$ cat config.mk
export PLATFORM = sky130hd
export DESIGN_NAME = vga_char_buf_ctrl_flat
export DESIGN_NICKNAME = d
export VERILOG_FILES = /design/src/rtl/vga_text_pkg.sv /design/src/rtl/vga_char_buf_ctrl_if.sv /design/src/rtl/vga_rr_arb2.sv /design/src/rtl/vga_char_buf_ctrl.sv /design/src/flat_wrapper.sv
export SDC_FILE = /design/constraint.sdc
export NUM_CORES = 1
export LEC_CHECK = 0
export CAP_MARGIN = 15
export CORE_AREA = 2 2 183 275
export CTS_BUF_LIST = sky130_fd_sc_hd__clkbuf_16
export DETAILED_ROUTE_END_ITERATION = 8
export DIE_AREA = 0 0 185 277
export GPL_TIMING_DRIVEN = 0
export PLACE_DENSITY_LB_ADDON = 0.08
export SLEW_MARGIN = 20
export SYNTH_ARGS = -nofsm -noshare
export SYNTH_HDL_FRONTEND = slang
export SYNTH_SLANG_ARGS = --single-unit
$ cat constraint.sdc
create_clock -name clk -period 24.8 [get_ports clk]
set_clock_uncertainty 0.15 [all_clocks]
set_input_delay 2.48 -clock clk [delete_from_list [all_inputs] [get_ports clk]]
set_output_delay 2.48 -clock clk [all_outputs]
set_load 0.05 [all_outputs]
$ cat src/rtl/vga_text_pkg.sv
// Shared constants and enums for the VGA text character buffer controller.
package vga_text_pkg;

  localparam int unsigned NUM_CHARS = 36;
  localparam int unsigned CHAR_W    = 8;
  localparam int unsigned ADDR_W    = 6;

  localparam logic [CHAR_W-1:0] BLANK_CHAR = 8'h20;

  typedef enum logic {
    IDLE  = 1'b0,
    CLEAR = 1'b1
  } state_e;

  typedef enum logic {
    CPU = 1'b0,
    DBG = 1'b1
  } req_id_e;

endpackage

$ cat src/rtl/vga_char_buf_ctrl_if.sv
// Bus bundle for vga_char_buf_ctrl: two write requesters, clear/frame controls, live character bus.
interface vga_char_buf_ctrl_if;
  import vga_text_pkg::*;

  logic                        cpu_req;
  logic [ADDR_W-1:0]           cpu_addr;
  logic [CHAR_W-1:0]           cpu_data;
  logic                        cpu_ack;
  logic                        dbg_req;
  logic [ADDR_W-1:0]           dbg_addr;
  logic [CHAR_W-1:0]           dbg_data;
  logic                        dbg_ack;
  logic                        clr_req;
  logic                        frame_start;
  logic [NUM_CHARS*CHAR_W-1:0] chars;
  logic                        busy;
  logic                        addr_err;

  modport master (
    output cpu_req, cpu_addr, cpu_data, dbg_req, dbg_addr, dbg_data, clr_req, frame_start,
    input  cpu_ack, dbg_ack, chars, busy, addr_err
  );

  modport slave (
    input  cpu_req, cpu_addr, cpu_data, dbg_req, dbg_addr, dbg_data, clr_req, frame_start,
    output cpu_ack, dbg_ack, chars, busy, addr_err
  );

endinterface

$ cat src/rtl/vga_rr_arb2.sv
// Two-input round-robin arbiter; bit 0 = CPU, bit 1 = DBG. A requester whose ack is high is masked.
module vga_rr_arb2
  import vga_text_pkg::*;
(
  input  logic       clk,
  input  logic       rst,
  input  logic       i_en,
  input  logic [1:0] i_req,
  input  logic [1:0] i_ack_mask,
  output logic [1:0] o_grant
);

  req_id_e    r_last_grant;
  logic [1:0] w_elig;

  assign w_elig = i_en ? (i_req & ~i_ack_mask) : 2'b00;

  always_comb begin
    o_grant = 2'b00;
    unique case (w_elig)
      2'b01:   o_grant = 2'b01;
      2'b10:   o_grant = 2'b10;
      2'b11:   o_grant = (r_last_grant == DBG) ? 2'b01 : 2'b10;
      default: o_grant = 2'b00;
    endcase
  end

  always_ff @(posedge clk or posedge rst) begin
    if (rst) begin
      r_last_grant <= DBG;
    end else if (o_grant[0]) begin
      r_last_grant <= CPU;
    end else if (o_grant[1]) begin
      r_last_grant <= DBG;
    end
  end

endmodule

$ cat src/rtl/vga_char_buf_ctrl.sv
// Double-buffered 36-cell character store with CPU/debug write arbitration and clear-screen.
// Define VGA_CHAR_BUF_DIRECT_EN to drop the shadow copy and write the live cells directly.
module vga_char_buf_ctrl
  import vga_text_pkg::*;
(
  input logic                clk,
  input logic                rst,
  vga_char_buf_ctrl_if.slave bus
);

  localparam logic [ADDR_W-1:0] LastIdx = ADDR_W'(NUM_CHARS - 1);
  localparam logic [ADDR_W-1:0] NumIdx  = ADDR_W'(NUM_CHARS);

  state_e            r_state;
  logic [ADDR_W-1:0] r_clr_idx;
  logic              r_busy;
  logic              r_cpu_ack;
  logic              r_dbg_ack;
  logic              r_addr_err;
  logic [CHAR_W-1:0] r_live [NUM_CHARS];
`ifndef VGA_CHAR_BUF_DIRECT_EN
  logic [CHAR_W-1:0] r_shadow [NUM_CHARS];
  logic              r_dirty;
`endif

  logic [1:0]        w_grant;
  logic              w_wr_en;
  logic              w_addr_ok;
  logic [ADDR_W-1:0] w_wr_addr;
  logic [CHAR_W-1:0] w_wr_data;

  vga_rr_arb2 u_arb (
    .clk        (clk),
    .rst        (rst),
    .i_en       (r_state == IDLE),
    .i_req      ({bus.dbg_req, bus.cpu_req}),
    .i_ack_mask ({r_dbg_ack, r_cpu_ack}),
    .o_grant    (w_grant)
  );

  assign w_wr_en   = |w_grant;
  assign w_wr_addr = w_grant[1] ? bus.dbg_addr : bus.cpu_addr;
  assign w_wr_data = w_grant[1] ? bus.dbg_data : bus.cpu_data;
  assign w_addr_ok = w_wr_addr < NumIdx;

  always_ff @(posedge clk or posedge rst) begin
    if (rst) begin
      r_state    <= IDLE;
      r_clr_idx  <= '0;
      r_busy     <= 1'b0;
      r_cpu_ack  <= 1'b0;
      r_dbg_ack  <= 1'b0;
      r_addr_err <= 1'b0;
      for (int i = 0; i < NUM_CHARS; i++) begin
        r_live[i] <= BLANK_CHAR;
`ifndef VGA_CHAR_BUF_DIRECT_EN
        r_shadow[i] <= BLANK_CHAR;
`endif
      end
`ifndef VGA_CHAR_BUF_DIRECT_EN
      r_dirty <= 1'b0;
`endif
    end else begin
      r_cpu_ack  <= w_grant[0];
      r_dbg_ack  <= w_grant[1];
      r_addr_err <= w_wr_en && !w_addr_ok;
      unique case (r_state)
        IDLE: begin
`ifndef VGA_CHAR_BUF_DIRECT_EN
          // Commit takes pre-edge shadow; a same-edge write below lands in shadow and re-dirties.
          if (bus.frame_start && r_dirty) begin
            r_live  <= r_shadow;
            r_dirty <= 1'b0;
          end
          if (w_wr_en && w_addr_ok) begin
            r_shadow[w_wr_addr] <= w_wr_data;
            r_dirty             <= 1'b1;
          end
`else
          if (w_wr_en && w_addr_ok) begin
            r_live[w_wr_addr] <= w_wr_data;
          end
`endif
          if (bus.clr_req) begin
            r_state   <= CLEAR;
            r_busy    <= 1'b1;
            r_clr_idx <= '0;
          end
        end
        CLEAR: begin
`ifndef VGA_CHAR_BUF_DIRECT_EN
          r_shadow[r_clr_idx] <= BLANK_CHAR;
`else
          r_live[r_clr_idx] <= BLANK_CHAR;
`endif
          if (r_clr_idx == LastIdx) begin
            r_state <= IDLE;
            r_busy  <= 1'b0;
`ifndef VGA_CHAR_BUF_DIRECT_EN
            r_dirty <= 1'b1;
`endif
          end else begin
            r_clr_idx <= r_clr_idx + 1'b1;
          end
        end
        default: r_state <= IDLE;
      endcase
    end
  end

  always_comb begin
    bus.chars = '0;
    for (int i = 0; i < NUM_CHARS; i++) begin
      bus.chars[i*CHAR_W +: CHAR_W] = r_live[i];
    end
  end

  assign bus.cpu_ack  = r_cpu_ack;
  assign bus.dbg_ack  = r_dbg_ack;
  assign bus.busy     = r_busy;
  assign bus.addr_err = r_addr_err;

endmodule
$ cat src/flat_wrapper.sv
// flat-port wrapper written by rule: the top's interface ports become plain ports
module vga_char_buf_ctrl_flat import vga_text_pkg::*;
  (clk, rst, bus_cpu_req, bus_cpu_addr, bus_cpu_data, bus_dbg_req, bus_dbg_addr, bus_dbg_data, bus_clr_req, bus_frame_start, bus_cpu_ack, bus_dbg_ack, bus_chars, bus_busy, bus_addr_err);
  vga_char_buf_ctrl_if bus_i ();
  input logic clk;
  input logic rst;
  input wire logic [$bits(bus_i.cpu_req)-1:0] bus_cpu_req;
  input wire logic [$bits(bus_i.cpu_addr)-1:0] bus_cpu_addr;
  input wire logic [$bits(bus_i.cpu_data)-1:0] bus_cpu_data;
  input wire logic [$bits(bus_i.dbg_req)-1:0] bus_dbg_req;
  input wire logic [$bits(bus_i.dbg_addr)-1:0] bus_dbg_addr;
  input wire logic [$bits(bus_i.dbg_data)-1:0] bus_dbg_data;
  input wire logic [$bits(bus_i.clr_req)-1:0] bus_clr_req;
  input wire logic [$bits(bus_i.frame_start)-1:0] bus_frame_start;
  output wire logic [$bits(bus_i.cpu_ack)-1:0] bus_cpu_ack;
  output wire logic [$bits(bus_i.dbg_ack)-1:0] bus_dbg_ack;
  output wire logic [$bits(bus_i.chars)-1:0] bus_chars;
  output wire logic [$bits(bus_i.busy)-1:0] bus_busy;
  output wire logic [$bits(bus_i.addr_err)-1:0] bus_addr_err;
  assign bus_i.cpu_req = bus_cpu_req;
  assign bus_i.cpu_addr = bus_cpu_addr;
  assign bus_i.cpu_data = bus_cpu_data;
  assign bus_i.dbg_req = bus_dbg_req;
  assign bus_i.dbg_addr = bus_dbg_addr;
  assign bus_i.dbg_data = bus_dbg_data;
  assign bus_i.clr_req = bus_clr_req;
  assign bus_i.frame_start = bus_frame_start;
  assign bus_cpu_ack = bus_i.cpu_ack;
  assign bus_dbg_ack = bus_i.dbg_ack;
  assign bus_chars = bus_i.chars;
  assign bus_busy = bus_i.busy;
  assign bus_addr_err = bus_i.addr_err;
  vga_char_buf_ctrl u_core (.clk(clk), .rst(rst), .bus(bus_i));
endmodule
==> summary.txt <==
Outcome
  – Status: finished, final reports clean

Power and ir drop
  – Clock share of power: 23.1%
  – Sw Ratio: around two fifths
  – Power per standard cell area: 118 nW/um^2
  – Flop pwr share: 40.3%
  – Comb power frac: 36.6%
  – Leakage Power: 13.1 nW
  – P_int: roughly 0.0022 W
  – Psw: between 0.001 and 0.0015 W
  – Peak VDD IR: between 0.09 and 0.1 mV

Placement
  – Cell Area, Placed: 28400 um^2
  – Gpl congestion: around 0.91
  – Place WS: 18.66 ns
  – Port buffer count: roughly 320
  – Final HPWL DP: between 40 and 50 mm
  – Post-Place Cells: between 2k and 3k

STA
  – Final Max Slew Viols: 0
  – Hold slack final: 0.337 ns
  – Min Tclk post-route: around 5.6 ns
  – Setup ws final: about 19 ns
  – Slew @ Worst Pin: around 1.2 ns
  – Relative slew slack: between 20 and 25%
  – Max Fclk: 0.178 GHz
  – Final setup vio count: 0
  – RSZ-0062 raised after global routing: false
  – Hold Fails Final Rpt: 0
  – Tcrit/Tclk final: between 20 and 25%

Synthesis
  – Syn Inst Count: between 1.5k and 2k
  – Post-synth EDFFs: 0
  – Synth area leaders: dfrtp_1 54%, mux2_2 13%, mux2i_1 8.2%, dfstp_2 8.0%, nand2_1 3.9%
  – Post-synth top area cell: dfrtp_1
  – Synth warn: 0
  – Most frequent cell after synthesis: dfrtp_1
  – Share of Yosys cell area claimed by the top area cell type: 53.5%
  – Sequential-to-total area share from yosys stat: between 60% and 70%
  – Syn nets: between 1.5k and 2k
  – Top cells by count, synth: 516 x dfrtp_1, 289 x mux2_2, 252 x nand2_1
  – Fraction of registers with async set/reset: 100%
  – Mapped Area: 24100 um^2
  – Yosys reg bits: 589
  – Post-synthesis area per instance: about 13 um^2
  – Count of different cell masters after synthesis: 66
  – Top_reg_cell synth: dfrtp_1

Layout
  – Cell Count, Final, Fillers Out: between 2k and 3k
  – Syn-to-layout area delta: 25.0%
  – ANT cells: 0
  – Fin nets: approximately 2.2k
  – Fill cells: roughly 4k
  – Share of layout cells above drive strength 1: a little under a quarter
  – Multi-input gate area: slightly below 9000 um^2
  – Post-layout instance area: slightly above 30000 um^2
  – Register area: between 10000 and 15000 um^2

Clock tree
  – Worst-Skew Late Latency: a little under 0.6 ns
  – Clk sinks: 589
  – CTS buffer count: between 50 and 60
  – Number of H-tree levels: 2
  – Root buffer cell: clkbuf_16
  – Post-CTS Setup Inserts: 0
  – Post-CTS Hold Buffers: 0
  – Clk slew on worst S/H paths: approximately 0.060 ns
  – CTS tree: done
  – Max Root-Sink Buffers: 3
  – Resized Gates After CTS: 0

Run
  – Max Cap Viol: 0

Die
  – Row cnt: 100
  – Top Ports: roughly 330
  – Core Region: 49000 um^2
  – Chip Width: about 190 um
  – Die H: 277 um
  – Initial core utilization: slightly below 50%
  – Die Footprint: around 51000 um^2

Detailed routing
  – Via count: roughly 16k
  – First-pass DRT Iterations: 7
  – Drt initial violations: between 800 and 900
  – DRC viols: 0
  – ANT nets after route: 0
  – Routed length per instance: 23.4 um
  – Final WL: 68.3 mm
  – Via density: ~5.5

GRT
  – Global Route Usage Sum: between 20% and 30%
  – Largest net degree at the start of global routing: 107
  – Number of global-route vias before repair: 16.7k
  – Total gr overflow: 0
  – First-pass GRT wire length: ~100 mm
  – Antenna violations before repair: 7

Worst setup path
  – Crit path max fanout: 10
  – Crit path DAT: 5.89 ns
  – Critical path class: input pin to register
  – Data required time of the critical path: around 25 ns
  – Reg2Reg Setup Slack: 21.17 ns
  – Worst setup SP type: input pin
  – CP Capture Type: register

Hold path
  – Worst min-delay path category: register to register
==> flip-flops by register name (all words and copies together) (netlist names) <==
register	count
u_core.bus.chars	288
u_core.r_shadow	288
u_core.r_clr_idx	6
u_core.bus.addr_err	1
u_core.bus.busy	1
u_core.bus.cpu_ack	1
u_core.bus.dbg_ack	1
u_core.r_dirty	1
u_core.r_state	1
u_core.u_arb.r_last_grant	1
==> critical path: stages <==
cell and delay [ns]:
clkdlybuf4s50_1 0.53, nor3b_2 0.26, nand2_1 0.24, inv_2 0.22
mux2i_1 0.39, or2_2 0.19, clkbuf_1 0.67, clkbuf_1 0.71
mux2i_1 0.18
==> power by group through the flow <==
stage | clock [W] | combinational (W) | sequential, W
floorplan | 0 | 0.000357 | 0.00193
detailed placement | 0 | 0.00131 | 0.00146
global placement | 0 | 0.00128 | 0.00145
global route | 0.000877 | 0.00138 | 0.00147
finish | 0.000824 | 0.00131 | 0.00144
CTS | 0.000839 | 0.00132 | 0.00144
==> stage by stage <==
stage	TNS [ns]	utilization, %	total power (W)
after floorplan	0	-	0.00228
after global placement	-51.12	57.5	0.00273
after detailed placement	0	57.9	0.00277
after CTS	0	61.5	0.00360
after global routing	0	61.5	0.00373
final	0	61.5	0.00357
==> placed cells by master (no fill, tap or decap), drive strengths merged, types with 5 or more instances in the layout <==
cell,Yosys,routed
o22a,57,57
a21oi,13,13
nand3b,7,7
bufinv,0,5
dfstp,73,73
clkinv,0,27
mux2i,197,197
o21ai,60,60
o22ai,15,15
clkdlybuf4s50,0,323
nand2,252,252
clkbuf,64,121
o32ai,8,8
nor2,59,59
buf,36,45
or2,8,8
a22oi,7,7
and3b,5,5
inv,3,15
nand3,62,62
nand2b,12,12
nor3b,14,14
or3b,9,9
dfrtp,516,516
mux2,289,289
nor3,14,14
==> worst paths after layout <==
check	startpoint	endpoint	cells after the start
max reg2reg	u_core.bus.dbg_ack	u_core.r_shadow[171]	8
min	u_core.r_shadow[36]	u_core.r_shadow[36]	1
max in group asynchronous	rst	u_core.bus.chars[133]	5
min reg2reg	u_core.r_shadow[36]	u_core.r_shadow[36]	1
min in group asynchronous	rst	u_core.bus.chars[33]	2
max	bus_dbg_req	u_core.r_shadow[171]	9
==> layer usage <==
metal  up-vias  share of wire [%]  track usage [%]
met5         -               0.13                0
met4        14                2.6             7.18
met3       101                4.8             4.75
met2       405                 52             47.2
met1      8414                 41             34.2
li1       7203                  -                -
==> kinds of logic after synthesis <==
logic type                 Yosys count  synth area share, %
DFF                                589                 61.5
xor gates and xnor gates             4                0.145
AOI/OAI and AO/OA                  177                 5.91
buffers and inverters              103                 1.80
adders and majority gates            1               0.0519
muxes                              486                 21.7
and+or+nand+nor                    466                 8.94
==> final cells by class <==
cell class	instances	share of cell area, %
sequential	589	49.2
multi-input combinational	1134	29.5
timing repair buffer	332	11.3
clock buffer	57	4.73
tap	663	2.75
buffer	100	1.40
clock inverter	44	1.05
inverter	3	0.0622
Power figures use the tool's default switching activity.
